**src/rtl/axis_read_responder_pkg.sv**
```systemverilog
// Shared constants, FSM state type and beat arithmetic for the read responder.
package axis_read_responder_pkg;

   localparam int BYTES_PER_BEAT = 64;
   localparam int BEAT_SHIFT     = 6;
   localparam int BEAT_CNT_WIDTH = 59;

   typedef enum logic [1:0] {
      IDLE   = 2'd0,
      STREAM = 2'd1,
      DONE   = 2'd2
   } state_t;

   // Whole beats covering nbytes; a partial trailing beat counts as a full one.
   function automatic logic [BEAT_CNT_WIDTH-1:0] bytes_to_beats(input logic [63:0] nbytes);
      return {1'b0, nbytes[63:BEAT_SHIFT]} + BEAT_CNT_WIDTH'(|nbytes[BEAT_SHIFT-1:0]);
   endfunction

endpackage

```
**src/rtl/axis_skid_fifo.sv**
```systemverilog
// Two-entry FIFO that parks beats the stream consumer has not yet taken.
module axis_skid_fifo #(
   parameter int WIDTH = 513
) (
   input  logic             clk,
   input  logic             reset_n,
   input  logic             push,
   input  logic [WIDTH-1:0] push_data,
   input  logic             pop,
   output logic [WIDTH-1:0] pop_data,
   output logic             full,
   output logic             empty,
   output logic [1:0]       count
);

   localparam int DEPTH = 2;

   logic             wr_ptr_reg;
   logic             rd_ptr_reg;
   logic [1:0]       count_reg;
   logic             do_push;
   logic             do_pop;
   logic [WIDTH-1:0] entry_q [DEPTH];

   // Pushing into a full FIFO or popping an empty one is dropped rather than corrupting state.
   assign do_push = push && !full;
   assign do_pop  = pop && !empty;

   genvar gi;
   generate
      for (gi = 0; gi < DEPTH; gi++) begin : g_entry
         logic [WIDTH-1:0] data_reg;

         // Each slot captures push data when the write pointer selects it.
         always_ff @(posedge clk or negedge reset_n) begin
            if (!reset_n) begin
               data_reg <= '0;
            end else if (do_push && (wr_ptr_reg == 1'(gi))) begin
               data_reg <= push_data;
            end
         end

         assign entry_q[gi] = data_reg;
      end
   endgenerate

   // Pointers toggle between the two slots; count tracks occupancy 0..2.
   always_ff @(posedge clk or negedge reset_n) begin
      if (!reset_n) begin
         wr_ptr_reg <= 1'b0;
         rd_ptr_reg <= 1'b0;
         count_reg  <= 2'd0;
      end else begin
         if (do_push) begin
            wr_ptr_reg <= ~wr_ptr_reg;
         end
         if (do_pop) begin
            rd_ptr_reg <= ~rd_ptr_reg;
         end
         count_reg <= count_reg + {1'b0, do_push} - {1'b0, do_pop};
      end
   end

   assign pop_data = entry_q[rd_ptr_reg];
   assign full     = (count_reg == 2'd2);
   assign empty    = (count_reg == 2'd0);
   assign count    = count_reg;

endmodule

```
**src/rtl/axis_read_responder.sv**
```systemverilog
// Streams a block of local memory out over AXI-Stream, one 64-byte beat per word.
// Read data arriving while the FIFO is empty goes straight to the stream so a
// two-deep credit window is enough to sustain one beat per cycle.
module axis_read_responder
   import axis_read_responder_pkg::*;
#(
   parameter int DATA_WIDTH     = 512,
   parameter int MEM_ADDR_WIDTH = 16
) (
   input  logic                      clk,
   input  logic                      reset_n,
   input  logic                      ctrl_start,
   output logic                      ctrl_done,
   input  logic [63:0]               ctrl_addr_offset,
   input  logic [63:0]               ctrl_xfer_size_in_bytes,
   output logic                      busy,
   output logic                      mem_rd_en,
   output logic [MEM_ADDR_WIDTH-1:0] mem_rd_addr,
   input  logic [DATA_WIDTH-1:0]     mem_rd_data,
   output logic                      m_axis_tvalid,
   input  logic                      m_axis_tready,
   output logic [DATA_WIDTH-1:0]     m_axis_tdata,
   output logic                      m_axis_tlast
);

   localparam int FIFO_WIDTH = DATA_WIDTH + 1;

   state_t                      state_reg;
   logic                        busy_reg;
   logic                        done_reg;
   logic [MEM_ADDR_WIDTH-1:0]   base_reg;
   logic [BEAT_CNT_WIDTH-1:0]   beats_reg;
   logic [BEAT_CNT_WIDTH-1:0]   issued_reg;
   logic                        rd_valid_reg;
   logic                        rd_last_reg;

   logic                        fifo_push;
   logic                        fifo_pop;
   logic                        fifo_full;
   logic                        fifo_empty;
   logic [1:0]                  fifo_count;
   logic [FIFO_WIDTH-1:0]       fifo_head;
   logic [1:0]                  pending;
   logic                        rd_issue;
   logic                        out_valid;
   logic                        out_last;
   logic [DATA_WIDTH-1:0]       out_data;
   logic                        handshake;
   logic                        unused_addr_bits;

   // Only the word-address slice of the byte offset is meaningful here.
   assign unused_addr_bits = ^{ctrl_addr_offset[63:MEM_ADDR_WIDTH+BEAT_SHIFT],
                               ctrl_addr_offset[BEAT_SHIFT-1:0]};

   // Beats parked in the FIFO plus the read landing this cycle; new reads only while this stays below 2.
   assign pending  = fifo_count + {1'b0, rd_valid_reg};
   assign rd_issue = (state_reg == STREAM) && (issued_reg < beats_reg)
                     && !fifo_full && (pending < 2'd2);

   assign mem_rd_en   = rd_issue;
   assign mem_rd_addr = rd_issue ? (base_reg + issued_reg[MEM_ADDR_WIDTH-1:0]) : '0;

   // Stream head: oldest FIFO entry, else the read data arriving this cycle.
   assign out_valid = !fifo_empty || rd_valid_reg;
   assign out_data  = fifo_empty ? mem_rd_data : fifo_head[DATA_WIDTH-1:0];
   assign out_last  = fifo_empty ? rd_last_reg : fifo_head[DATA_WIDTH];
   assign handshake = out_valid && m_axis_tready;

   assign m_axis_tvalid = out_valid;
   assign m_axis_tdata  = out_valid ? out_data : '0;
   assign m_axis_tlast  = out_valid && out_last;

   // Arriving data is parked unless it is consumed directly from an empty FIFO.
   assign fifo_push = rd_valid_reg && !(fifo_empty && m_axis_tready);
   assign fifo_pop  = handshake && !fifo_empty;

   axis_skid_fifo #(
      .WIDTH (FIFO_WIDTH)
   ) u_fifo (
      .clk       (clk),
      .reset_n   (reset_n),
      .push      (fifo_push),
      .push_data ({rd_last_reg, mem_rd_data}),
      .pop       (fifo_pop),
      .pop_data  (fifo_head),
      .full      (fifo_full),
      .empty     (fifo_empty),
      .count     (fifo_count)
   );

   // Track the one-cycle memory latency and tag the final beat of the transfer.
   always_ff @(posedge clk or negedge reset_n) begin
      if (!reset_n) begin
         rd_valid_reg <= 1'b0;
         rd_last_reg  <= 1'b0;
      end else begin
         rd_valid_reg <= rd_issue;
         rd_last_reg  <= rd_issue && (issued_reg == beats_reg - BEAT_CNT_WIDTH'(1));
      end
   end

   // Transfer sequencing: latch the request, count issued reads, pulse done once.
   always_ff @(posedge clk or negedge reset_n) begin
      if (!reset_n) begin
         state_reg  <= IDLE;
         busy_reg   <= 1'b0;
         done_reg   <= 1'b0;
         base_reg   <= '0;
         beats_reg  <= '0;
         issued_reg <= '0;
      end else begin
         case (state_reg)
            IDLE: begin
               if (ctrl_start) begin
                  base_reg   <= ctrl_addr_offset[MEM_ADDR_WIDTH+BEAT_SHIFT-1:BEAT_SHIFT];
                  beats_reg  <= bytes_to_beats(ctrl_xfer_size_in_bytes);
                  issued_reg <= '0;
                  busy_reg   <= 1'b1;
                  if (ctrl_xfer_size_in_bytes == 64'd0) begin
                     state_reg <= DONE;
                     done_reg  <= 1'b1;
                  end else begin
                     state_reg <= STREAM;
                  end
               end
            end
            STREAM: begin
               if (rd_issue) begin
                  issued_reg <= issued_reg + BEAT_CNT_WIDTH'(1);
               end
               if (handshake && out_last) begin
                  state_reg <= DONE;
                  done_reg  <= 1'b1;
               end
            end
            DONE: begin
               state_reg <= IDLE;
               busy_reg  <= 1'b0;
               done_reg  <= 1'b0;
            end
            default: begin
               state_reg <= IDLE;
               busy_reg  <= 1'b0;
               done_reg  <= 1'b0;
            end
         endcase
      end
   end

   assign busy      = busy_reg;
   assign ctrl_done = done_reg;

endmodule
```
**config.mk**
```make
export PLATFORM = sky130hd
export DESIGN_NAME = axis_read_responder
export DESIGN_NICKNAME = d
export VERILOG_FILES = /design/src/rtl/axis_read_responder_pkg.sv /design/src/rtl/axis_skid_fifo.sv /design/src/rtl/axis_read_responder.sv
export SDC_FILE = /design/constraint.sdc
export NUM_CORES = 2
export LEC_CHECK = 0
export BUFFER_PORTS_ARGS = -buffer_cell sky130_fd_sc_hd__buf_4
export CORE_AREA = 2 2 460 462
export CTS_CLUSTER_DIAMETER = 100
export DETAILED_ROUTE_END_ITERATION = 12
export DIE_AREA = 0 0 462 464
export SETUP_SLACK_MARGIN = 0.02
export SLEW_MARGIN = 20
export SYNTH_ARGS = -nofsm -noshare
export SYNTH_HDL_FRONTEND = slang
export SYNTH_SLANG_ARGS = --single-unit
```
**constraint.sdc**
```tcl
create_clock -name clk -period 4.15 [get_ports clk]
set_input_delay 0.83 -clock clk [delete_from_list [all_inputs] [get_ports clk]]
set_output_delay 0.83 -clock clk [all_outputs]
set_load 0.01 [all_outputs]
```
==> out/metrics.cfg <==
[route]
drt-vias-per-instance = 5.04
wirelength_um = 213000
firstDrtPassIters = 7
drc = 0
wl_per_cell_um = 22.8
drtIter0Drc = 2982
ant_nets = 1
vias = 47100

[pwr]
clkPwrFrac_pct = 43.3
power.density_mw_per_mm2 = 381
p_switching_w = 0.00890
p_int_w = 0.0209
power.leakage_nw = 38.3
peakVddDrop_mv = 0.410
pwr-share-comb_pct = 18.1
sequentialPowerShare_pct = 38.6
swShare_pct = 29.9

[place]
place_area_mm2 = 0.0724
numPortBuffers = 1128
place_congestion = 0.887
place_ws_ps = 213
dp_hpwl_um = 154000
dp.cells = 8999

[global_route]
grt_pass1_vias = 47100
grtUsageTotal_pct = 19.2
antenna_found_initial = 46
grt_max_degree = 148
grt_overflow = 0
grt_pass1_wl_um = 312000

[sta]
hold_ws_ps = 85.7
fmax_mhz = 243
finalClockSkew_ps = 35.6
relSlewSlack_pct = 23.9
layout_min_cycle_time_ps = 4120
setup_violations = 0
rsz0062_at_grt = yes
worstMarginPinSlew_ps = 1140
slew_viol_final = 0
post-route-period-util_pct = 99.3
hold_viol_final = 0
fin_ws_ps = 30.3
fin_setup_tns_ps = 0

[floorplan]
dieArea_mm2 = 0.214
initial_core_util_pct = 28.7
core-area_mm2 = 0.209
die_h_um = 464
num_io_pins = 1177
die_x_um = 462
row_count = 168

[clock_network]
cts_buffers = 142
cts_tree = done
cts.sinks = 1170
clkTransAtPathRegs_ps = 60
cts_max_path_buffers = 3
root_buffer = clkbuf_16
clock_latency_ps = 790
h-tree-depth = 4

[yosys]
synth_edf_count = 0
yosysWarnings = 0
synth.most_common_cell = dfrtp_1
netlist.area_leader.share_pct = 48.8
yosysUniqueCellTypes = 73
ys.flop_type = dfrtp_1
avgSynthCellArea_um2 = 11.3
synth_seq_cells = 1170
synthTopCellsByCount = dfrtp_1 (1170), mux2_2 (1027), o21ai_0 (598)
syn_nets = 6028
postSynthCellCount = 5303
syn-cell-area_mm2 = 0.0601
yosysSeqAreaShare_pct = 48.8
synth_top_cell_by_area = dfrtp_1
ys_async_sr_fraction_pct = 100
synth_area_leaders = dfrtp_1 (49%), mux2_2 (19%), mux2i_1 (8.7%)

[worst_hold_path]
hp-class = primary input to async pin

[finish]
final_area_mm2 = 0.0782
fin_cells = 9332
layout-drive-gt1-share_pct = 41.5
area.growth.synth_to_final_pct = 30.3
nNetsFinal = 7118
largest_reg_flops = 1026

[critical_path]
crit_path_top_delay_cell = dfrtp_2
cp-startpoint = beats_reg[47]$_DFFE_PN0P_
worstSetupStartpointType = flop
rr_startpoint = beats_reg[9]$_DFFE_PN0P_
end_kind = primary output
cp.arrival_ps = 3290
crit_chain = inv_1, ha_1, or3_1, a221oi_2, a211oi_2, a211o_1, a21o_4, inv_8, o311a_1, buf_6
critical_path_class = flop to primary output
crit_fanout = 5
critPathMaxStageDelay_ps = 420
required_ps = 3320

[run_status]
status = complete, but fails checks
violations = antenna rules

[run]
cap_violations = 0

power groups by stage:
stage,logic (W),clock network [W],registers [W]
final,0.00541,0.0129,0.0115
after global routing,0.00580,0.0137,0.0115
after CTS,0.00548,0.0132,0.0115
after detailed placement,0.00550,0,0.0117
after global placement,0.00543,0,0.0117
after floorplan,0.00335,0,0.0116
through the flow:
stage	power [W]	util, %
2_1_floorplan	0.0150	-
6_report	0.0298	37.4
3_3_place_gp	0.0171	34.6
3_5_place_dp	0.0172	34.6
4_1_cts	0.0302	37.2
5_1_grt	0.0310	37.4
layout make-up:
cell class / count / area [µm²]
fillers: 20500 / 131000
multi-input cells: 3671 / 29400
diodes: 27 / 67.6
well taps: 2805 / 3510
flip-flops and latches: 1170 / 29300
clock inverters: 51 / 746
inverters: 77 / 297
clock buffers: 200 / 4130
repair buffers: 1331 / 10700
final timing paths:
| path | endpoint | slack (ps) | cells after the start |
|---|---|---|---|
| setup / recovery | mem_rd_addr[10] | 30 | 10 |
| hold / removal | u_fifo.g_entry[1].data_reg[61]$_DFFE_PN0P_ | 90 | 1 |
| setup reg to reg | rd_last_reg$_DFF_PN0_ | 430 | 10 |
| hold reg to reg | base_reg[13]$_DFFE_PN0P_ | 480 | 2 |
| max in group asynchronous | u_fifo.g_entry[0].data_reg[240]$_DFFE_PN0P_ | 2820 | 3 |
| min in group clk | base_reg[3]$_DFFE_PN0P_ | 220 | 3 |
routing by layer:
| layer | vias up | track usage, % | part of all wire (%) |
|---|---|---|---|
| met4 | 28 | 7.66 | 3.9 |
| met1 | 23900 | 24.7 | 43 |
| met5 | - | 0 | 0.086 |
| li1 | 21400 | - | - |
| met2 | 1403 | 29.7 | 45 |
| met3 | 362 | 6.31 | 8.3 |
repair_timing:
item / CTS / global route
resized for setup: 84 / 50
cloned: 2 / 0
pin swaps: 28 / 24
buffers inserted: 24 / 29
hold buffers: 0 / 0
setup endpoints to repair: 17 / 18
critical path: cells and delay by family, from the launching register on:
kind / cells / cell delay [ps]
AND/OR/NAND/NOR: 1 / 380
adder cells (fa/ha/maj): 1 / 190
buffers and inverters: 3 / 320
flip-flops: 1 / 420
AO/OA/AOI/OAI: 5 / 1160
placed cells by master, fill, tap and decap left out, types with 32 or more instances in the layout:
cell,n
buf_4,1264
dfrtp_1,1138
mux2_2,1027
o21ai_0,587
nand3_1,579
mux2i_1,519
nand2_1,182
clkbuf_16,144
xnor2_1,96
xor2_1,89
nor2_1,88
ha_1,71
inv_1,69
nand4_1,53
a21oi_1,50
buf_12,50
nor4_1,40
clkbuf_8,32
kinds of logic (layout without fill, tap and decap cells):
| logic type | Yosys count | count (layout) | synth area share (%) |
|---|---|---|---|
| AO/OA/AOI/OAI | 755 | 755 | 6.76 |
| XOR/XNOR | 189 | 189 | 2.76 |
| adder cells (fa/ha/maj) | 81 | 81 | 1.70 |
| buffers and inverters | 462 | 1659 | 2.89 |
| flip-flops | 1170 | 1170 | 48.8 |
| multiplexers | 1546 | 1546 | 27.9 |
| other | 0 | 27 | 0 |
| AND/OR/NAND/NOR | 1100 | 1100 | 9.22 |
Note: power is estimated with default switching activity, not from simulation.
